===== src/rtl/lsu_mem_master.sv =====
// lsu_mem_master: accepts one RV32 load/store at a time and drives a word-aligned pmem access.
// Stores get byte-lane wmask/wdata; loads get lane extraction with sign/zero extension.
// Build option: define MISALIGN_TRAP_EN to reject misaligned H/W accesses instead of aligning them.
module lsu_mem_master #(
    parameter int unsigned MEM_LATENCY = 1
) (
    input  logic        clock,
    input  logic        reset_n,
    input  logic        req_valid,
    output logic        req_ready,
    input  logic        req_wen,
    input  logic [2:0]  req_funct3,
    input  logic [31:0] req_addr,
    input  logic [31:0] req_wdata,
    output logic        resp_valid,
    input  logic        resp_ready,
    output logic [31:0] resp_rdata,
    output logic        resp_err,
    output logic        mem_en,
    output logic [31:0] mem_addr,
    output logic [31:0] mem_wdata,
    output logic [7:0]  mem_wmask,
    output logic        mem_memRW,
    input  logic [31:0] mem_rdata
);

    localparam int unsigned CNT_W = 4;

    localparam logic [1:0] ST_IDLE   = 2'd0;
    localparam logic [1:0] ST_ACCESS = 2'd1;
    localparam logic [1:0] ST_RESP   = 2'd2;

    logic [1:0]       state_q, state_d;
    logic [CNT_W-1:0] cnt_q, cnt_d;
    logic [1:0]       off_q, off_d;
    logic [2:0]       f3_q, f3_d;
    logic             wen_q, wen_d;
    logic             req_ready_q, req_ready_d;
    logic             resp_valid_q, resp_valid_d;
    logic [31:0]      resp_rdata_q, resp_rdata_d;
    logic             resp_err_q, resp_err_d;
    logic             mem_en_q, mem_en_d;
    logic [31:0]      mem_addr_q, mem_addr_d;
    logic [31:0]      mem_wdata_q, mem_wdata_d;
    logic [3:0]       wmask_q, wmask_d;
    logic             mem_rw_q, mem_rw_d;

    logic        is_h, is_w, bad_f3, misalign, reject;
    logic [1:0]  off;
    logic [3:0]  lane_mask;
    logic [31:0] lane_wdata;
    logic [31:0] load_lane, load_ext;

    // Decode the incoming request: legality, lane offset and right-aligned store lane
    always_comb begin
        is_h   = (req_funct3[1:0] == 2'd1);
        is_w   = (req_funct3[1:0] == 2'd2);
        bad_f3 = (req_funct3 == 3'd3) || (req_funct3[2] && (req_funct3[1] || req_wen));
`ifdef MISALIGN_TRAP_EN
        misalign = (is_h && req_addr[0]) || (is_w && (req_addr[1:0] != 2'b00));
        off      = req_addr[1:0];
`else
        misalign = 1'b0;
        off      = req_addr[1:0] & {~is_w, ~(is_h | is_w)};
`endif
        reject = bad_f3 || misalign;
        if (is_w) begin
            lane_mask  = 4'b1111;
            lane_wdata = req_wdata;
        end else if (is_h) begin
            lane_mask  = 4'b0011;
            lane_wdata = {16'h0000, req_wdata[15:0]};
        end else begin
            lane_mask  = 4'b0001;
            lane_wdata = {24'h000000, req_wdata[7:0]};
        end
    end

    // Extract and extend the addressed lane of the returned word
    always_comb begin
        load_lane = mem_rdata >> {off_q, 3'b000};
        case (f3_q)
            3'd0:    load_ext = {{24{load_lane[7]}}, load_lane[7:0]};
            3'd1:    load_ext = {{16{load_lane[15]}}, load_lane[15:0]};
            3'd4:    load_ext = {24'h000000, load_lane[7:0]};
            3'd5:    load_ext = {16'h0000, load_lane[15:0]};
            default: load_ext = load_lane;
        endcase
    end

    // Next-state and registered-output logic for IDLE -> ACCESS -> RESP -> IDLE
    always_comb begin
        state_d      = state_q;
        cnt_d        = cnt_q;
        off_d        = off_q;
        f3_d         = f3_q;
        wen_d        = wen_q;
        req_ready_d  = req_ready_q;
        resp_valid_d = resp_valid_q;
        resp_rdata_d = resp_rdata_q;
        resp_err_d   = resp_err_q;
        mem_en_d     = mem_en_q;
        mem_addr_d   = mem_addr_q;
        mem_wdata_d  = mem_wdata_q;
        wmask_d      = wmask_q;
        mem_rw_d     = mem_rw_q;
        case (state_q)
            ST_IDLE: begin
                if (req_valid && req_ready_q) begin
                    off_d       = off;
                    f3_d        = req_funct3;
                    wen_d       = req_wen;
                    req_ready_d = 1'b0;
                    if (reject) begin
                        state_d      = ST_RESP;
                        resp_valid_d = 1'b1;
                        resp_err_d   = 1'b1;
                        resp_rdata_d = 32'h0;
                    end else begin
                        state_d     = ST_ACCESS;
                        cnt_d       = CNT_W'(MEM_LATENCY - 1);
                        mem_en_d    = 1'b1;
                        mem_addr_d  = {req_addr[31:2], 2'b00};
                        mem_wdata_d = req_wen ? (lane_wdata << {off, 3'b000}) : 32'h0;
                        wmask_d     = req_wen ? 4'(lane_mask << off) : 4'b0000;
                        mem_rw_d    = req_wen;
                    end
                end
            end
            ST_ACCESS: begin
                // Write strobe lives only in the first access cycle
                mem_rw_d = 1'b0;
                if (cnt_q == '0) begin
                    state_d      = ST_RESP;
                    mem_en_d     = 1'b0;
                    wmask_d      = 4'b0000;
                    resp_valid_d = 1'b1;
                    resp_err_d   = 1'b0;
                    resp_rdata_d = wen_q ? 32'h0 : load_ext;
                end else begin
                    cnt_d = cnt_q - CNT_W'(1);
                end
            end
            ST_RESP: begin
                if (resp_ready) begin
                    state_d      = ST_IDLE;
                    resp_valid_d = 1'b0;
                    resp_err_d   = 1'b0;
                    resp_rdata_d = 32'h0;
                    req_ready_d  = 1'b1;
                end
            end
            default: begin
                state_d      = ST_IDLE;
                req_ready_d  = 1'b1;
                resp_valid_d = 1'b0;
                mem_en_d     = 1'b0;
                wmask_d      = 4'b0000;
                mem_rw_d     = 1'b0;
            end
        endcase
    end

    // State and output registers; async reset aborts any access in flight
    always_ff @(posedge clock or negedge reset_n) begin
        if (!reset_n) begin
            state_q      <= ST_IDLE;
            cnt_q        <= '0;
            off_q        <= 2'b00;
            f3_q         <= 3'd0;
            wen_q        <= 1'b0;
            req_ready_q  <= 1'b1;
            resp_valid_q <= 1'b0;
            resp_rdata_q <= 32'h0;
            resp_err_q   <= 1'b0;
            mem_en_q     <= 1'b0;
            mem_addr_q   <= 32'h0;
            mem_wdata_q  <= 32'h0;
            wmask_q      <= 4'b0000;
            mem_rw_q     <= 1'b0;
        end else begin
            state_q      <= state_d;
            cnt_q        <= cnt_d;
            off_q        <= off_d;
            f3_q         <= f3_d;
            wen_q        <= wen_d;
            req_ready_q  <= req_ready_d;
            resp_valid_q <= resp_valid_d;
            resp_rdata_q <= resp_rdata_d;
            resp_err_q   <= resp_err_d;
            mem_en_q     <= mem_en_d;
            mem_addr_q   <= mem_addr_d;
            mem_wdata_q  <= mem_wdata_d;
            wmask_q      <= wmask_d;
            mem_rw_q     <= mem_rw_d;
        end
    end

    assign req_ready  = req_ready_q;
    assign resp_valid = resp_valid_q;
    assign resp_rdata = resp_rdata_q;
    assign resp_err   = resp_err_q;
    assign mem_en     = mem_en_q;
    assign mem_addr   = mem_addr_q;
    assign mem_wdata  = mem_wdata_q;
    assign mem_wmask  = {4'b0000, wmask_q};
    assign mem_memRW  = mem_rw_q;

endmodule


===== config.mk =====
export PLATFORM = sky130hd
export DESIGN_NAME = lsu_mem_master
export DESIGN_NICKNAME = d
export VERILOG_FILES = /design/src/rtl/lsu_mem_master.sv
export SDC_FILE = /design/constraint.sdc
export NUM_CORES = 1
export LEC_CHECK = 0
export BUFFER_PORTS_ARGS = -buffer_cell sky130_fd_sc_hd__buf_4
export CAP_MARGIN = 10
export CORE_ASPECT_RATIO = 1.75
export CORE_UTILIZATION = 34
export DETAILED_ROUTE_END_ITERATION = 12
export GPL_ROUTABILITY_DRIVEN = 0
export HOLD_SLACK_MARGIN = 0.06
export SYNTH_ARGS = -nofsm -noshare
export SYNTH_HDL_FRONTEND = slang
export SYNTH_SLANG_ARGS = --single-unit

===== constraint.sdc =====
create_clock -name clock -period 5.05 [get_ports clock]
set_clock_uncertainty 0.15 [all_clocks]
set_input_delay 1.01 -clock clock [delete_from_list [all_inputs] [get_ports clock]]
set_output_delay 1.01 -clock clock [all_outputs]
set_load 0.05 [all_outputs]

**Yosys cells after proc, flatten, opt, wreduce, memory -nomap -nowiden**

Index checks and enable logic that the tools add are counted.

- Word-level logic and storage cells: 99
- Bits of input ports: 104
- Output and inout bits: 109
- Register bits after elaboration: 115

- Equal/unequal tests: 14
- Add/subtract/negate cells: 1
- Muxes and demuxes: 42
- Bitwise logic cells: 7
- Shift operators: 3
- Reduce and logical (&&, ||, !) cells: 18

Operator list:

| operator | count |
|---|---|
| $mux 32 | 7 |
| $pmux 32 s4 | 1 |
| $pmux 32 s3 | 1 |
| $mux 4 | 8 |
| $shl 32x5->32 | 1 |
| $shr 32x5->32 | 1 |
| $mux 16 | 1 |
| $ne 2x2->1 const B | 6 |
| $pmux 1 s3 | 4 |
| $pmux 4 s3 | 1 |
| $reduce_and 3->1 | 4 |
| $reduce_and 4->1 | 3 |
| $mux 1 | 11 |
| $mux 2 | 5 |
| $pmux 4 s2 | 1 |
| $eq 3x3->1 const B | 2 |
| $pmux 2 s3 | 1 |
| $not 1->1 | 5 |
| $reduce_and 5->1 | 1 |
| $eq 2x1->1 const B | 2 |
| $eq 2x2->1 const B | 2 |
| $logic_not 4->1 | 1 |
| $shl 4x2->4 | 1 |
| $sub 4x1->4 const B | 1 |
| other kinds (12) | 14 |

**Longest topological paths before layout**

- Depth after elaboration: 9
- Gate-level depth with buffers: 9
- Depth with buffers taken out: 7

**Worst setup path before layout**

No wires, ideal clock.

- Path type: input to register
- From: in req_funct3[0]
- To: reg mem_wdata_q[24] (netlist: mem_wdata[24])
- Cell stages on the path: 8
- Path buffers: 2
- Setup slack: 2.393 ns
- Data required time: 4.778 ns
- Library setup time: 0.122 ns
- Data arrival time: 2.385 ns
- Path through: inv_1 > ha_1 > and2_1 > clkbuf_1 > clkbuf_1 > a22oi_1 > nand2_1 > a32o_1

- Word-level cells in the longest chain between the ends: 6
- Elaborated cells between the ends (all ways): 14
- Those cells by class: eq/ne: 3; shift: 1; mux: 3; bitwise: 5; reduce/logical: 2

RTL lines:

| element | RTL line | text |
|---|---|---|
| start, declared | 12 | `input logic [2:0] req_funct3,` |
| $eq 2x1->1 / $eq 2x2->1 (equally long branches) | 56, 57 |  |
| $or 1x1->1 | 64 | `off = req_addr[1:0] & {~is_w, ~(is_h \| is_w)};` |
| $not 1->1 | 64 |  |
| $and 2x2->2 | 64 |  |
| $shl 32x5->32 | 124 | `mem_wdata_d = req_wen ? (lane_wdata << {off, 3'b000}) : 32'h0;` |
| $mux 32 | 124 |  |
| end signal, assigned | 193 | `mem_wdata_q <= mem_wdata_d;` |
| end, declared | 44 | `logic [31:0] mem_wdata_q, mem_wdata_d;` |

Parallel ways exist; a longest one is shown, timed or not.
A chain may end at the register's enable or synchronous reset.

**Worst setup path after layout**

- From: reg state_q[0]
- To: reg mem_addr_q[2] (netlist: mem_addr[2])

- Word-level cells in the longest chain between the ends: 2

RTL lines:

| element | RTL line | text |
|---|---|---|
| start, declared | 33 | `logic [1:0] state_q, state_d;` |
| start signal, assigned | 182 | `state_q <= state_d;` |
| $logic_not 2->1 | 107 | `case (state_q)` |
| $reduce_and 3->1 (no line) | n/a |  |
| end signal, assigned | 192 | `mem_addr_q <= mem_addr_d;` |
| end, declared | 43 | `logic [31:0] mem_addr_q, mem_addr_d;` |

Every way passes these cells.

==> flow_metrics.tcl <==
set metrics [dict create \
    post-route-drc-count 0 \
    wl_per_cell_um 18.40 \
    synthAdderAreaFrac_pct 1.524 \
    p_per_area_nw_per_um2 684.3 \
    rsz0062_at_grt "no" \
    cp.required_ns 5.19 \
    dp_slack_ns 1.538 \
    firstDrtPassIters 4 \
    cap_viol_max_count 0 \
    grt_overflow 0 \
    tns_ns 0 \
    nets 849 \
    drt_iter0_markers 217 \
    grt_pass1_wl_um 27660 \
    grt_usage_pct 20.74 \
    syn_area_per_cell_sq_um 10.60 \
    grt_max_degree 64 \
    dieWidth_um 100.3 \
    grtUsageMet2_pct 35.99 \
    clk_latency_ns 0.41 \
    yosys.area_share.simple_pct 12.34 \
    gr-max-usage-layer "met2" \
    endpoint_kind "flip-flop" \
    crit_type "flip-flop to flip-flop" \
    clk_pin_slew_ns 0.06 \
    setup_ws_ns 1.812 \
    placement.io_buffers 206 \
    synth.largest_area_cell "dfrtp_1" \
    antennaDiodeCount 0 \
    syn_to_final_growth_pct 40.10 \
    antenna_found_initial 0 \
    cts_hold_buffers 0 \
    p_leak_uw 0.003876 \
    utilization_pct 48.96 \
    synth_area_sq_um 5747 \
    cts_resized 0 \
    final-setup-viol-count 0 \
    dieArea_sq_um 17450 \
    synth.most_common_cell "dfrtp_1" \
    muxShareOfSynthArea_pct 11.28 \
    seq_area_frac_synth_pct 50.10 \
    relSlewSlack_pct 21.83 \
    die_h_um 174.0 \
    cp_max_fo 32 \
    grtUsageMet3_pct 3.940 \
    cts_made_buffers 17 \
    synth_top_cells_by_count "dfrtp_1 (114), nand2_1 (94), mux2_1 (30)" \
    io_pins 213 \
    fillers 1570 \
    synth-xor-area-share_pct 0.1524 \
    worst_slew_pin_slew_ns 1.173 \
    ctsLongestPathBuffers 2 \
    netlist_top_cells_area "dfrtp_1 (50%), nand2_1 (6.1%), mux2_1 (5.9%), mux2i_1 (3.8%), a32o_1 (2.6%)" \
    hold_class "flip-flop to flip-flop" \
    synthDominantCellAreaShare_pct 49.64 \
    wirelength_um 17940 \
    syn_inst 542 \
    drive_above_1_share_pct 36.09 \
    synth_flop_cell "dfrtp_1" \
    coreArea_sq_um 16450 \
    period_needed_ns 3.238 \
    cts_tree "built" \
    yosysWarnings 0 \
    async_flop_share_pct 100.0 \
    via_per_inst 5.198 \
    grt_pass1_vias 5140 \
    dp_hpwl_um 13630 \
    cp.arrival_ns 3.38 \
    crit_path_start_kind "flip-flop" \
    start_util_pct 34.94 \
    yosysUniqueCellTypes 50 \
    cts-root-buf "clkbuf_16" \
    post_cts_buffers 0 \
    status "completed" \
    core.rowCount 62 \
    irDropWorstVdd_mv 0.3368 \
    min_period_over_period_pct 64.13 \
    slew_violations 0 \
    numClockSinks 115 \
    ys_seq_elements 115 \
    use_met1_pct 23.90 \
    synth-compound-area-share_pct 20.51 \
    drtAntennaViolNets 0 \
    vias 5068 \
    timing.fmax_mhz 308.8 \
    h-tree-depth 4 \
    synth_edf_count 0 \
    synth_top_family_by_area "compound AO/OA/AOI/OAI gates" \
    hold_viol 0 \
    rrSetupSlack_ns 1.81 \
]
==> registers in the layout, indices dropped and copies added (netlist names) <==
name / count
cnt_q: 4
f3_q: 3
mem_addr: 30
mem_en: 1
mem_memRW: 1
mem_wdata: 32
off_q: 2
req_ready: 1
resp_err: 1
resp_rdata: 32
resp_valid: 1
state_q: 2
wen_q: 1
wmask_q: 4
==> routing by layer <==
metal | wire length (um) | share of wire, %
met4 | 699 | 3.9
met1 | 7012 | 39
met2 | 9279 | 52
met3 | 948 | 5.3
met5 | 0 | 0
==> critical path, cell delays in order, from the launching register on <==
cell     delay (ns)
dfrtp_1        0.38
inv_1          0.10
ha_1           0.53
nand3_1        0.48
or2_2          0.70
buf_4          0.38
mux2_1         0.36
==> cell families (layout without fill, tap and decap cells) <==
| family | Yosys count | after routing |
|---|---|---|
| AND/OR/NAND/NOR | 155 | 155 |
| buffers and inverters | 50 | 254 |
| AO/OA/AOI/OAI | 153 | 153 |
| XOR/XNOR | 1 | 1 |
| adder cells (fa/ha/maj) | 7 | 7 |
| multiplexers | 60 | 60 |
| flip-flops | 115 | 115 |
| other | 1 | 6 |
==> per-stage QoR <==
stage / cells / cell area (sq um) / power [uW] / hold slack, ns
global route: 975 / 8051 / 5779 / 0.3550
finish: 975 / 8051 / 5510 / 0.3297
floorplan: 547 / 5766 / 3420 / 0.3138
detailed placement: 943 / 7451 / 4308 / 0.3216
CTS: 975 / 8051 / 5553 / 0.3357
global placement: 943 / 7451 / 4258 / 0.3191
==> power by group <==
| group | total (uW) | internal, uW | switching (uW) |
|---|---|---|---|
| clock | 1230 | 761 | 467 |
| sequential | 1510 | 1260 | 248 |
| combinational | 2770 | 895 | 1880 |
==> path summary, 6_finish.rpt <==
check	start	endpoint	cells past startpoint
worst min-delay path	mem_wdata[0]	mem_wdata[0]	2
min in group asynchronous	reset_n	mem_addr[15]	1
worst max-delay path	state_q[0]	mem_addr[2]	6
worst max register to register	state_q[0]	mem_addr[2]	6
max in group asynchronous	reset_n	mem_wdata[2]	2
worst min register to register	mem_wdata[0]	mem_wdata[0]	2
==> cell usage in the layout (no fill, tap or decap), drive strengths merged, types with 15 or more instances in the layout <==
cell	n
a21oi	29
a22o	15
a32o	15
buf	214
clkbuf	19
dfrtp	114
mux2	38
mux2i	22
nand2	94
nor2	15
o21ai	24
o2bb2ai	18
o31ai	16
==> cell type report <==
cell class	count	area, sq um	share of cell area, %
sequential	115	2879	35.76
inverter	8	30.03	0.3730
clock inverter	13	147.6	1.834
tap	224	280.3	3.481
multi-input combinational	382	2655	32.98
timing repair buffer	214	1607	19.95
clock buffer	19	452.9	5.625
Note: power is estimated with default switching activity, not from simulation.
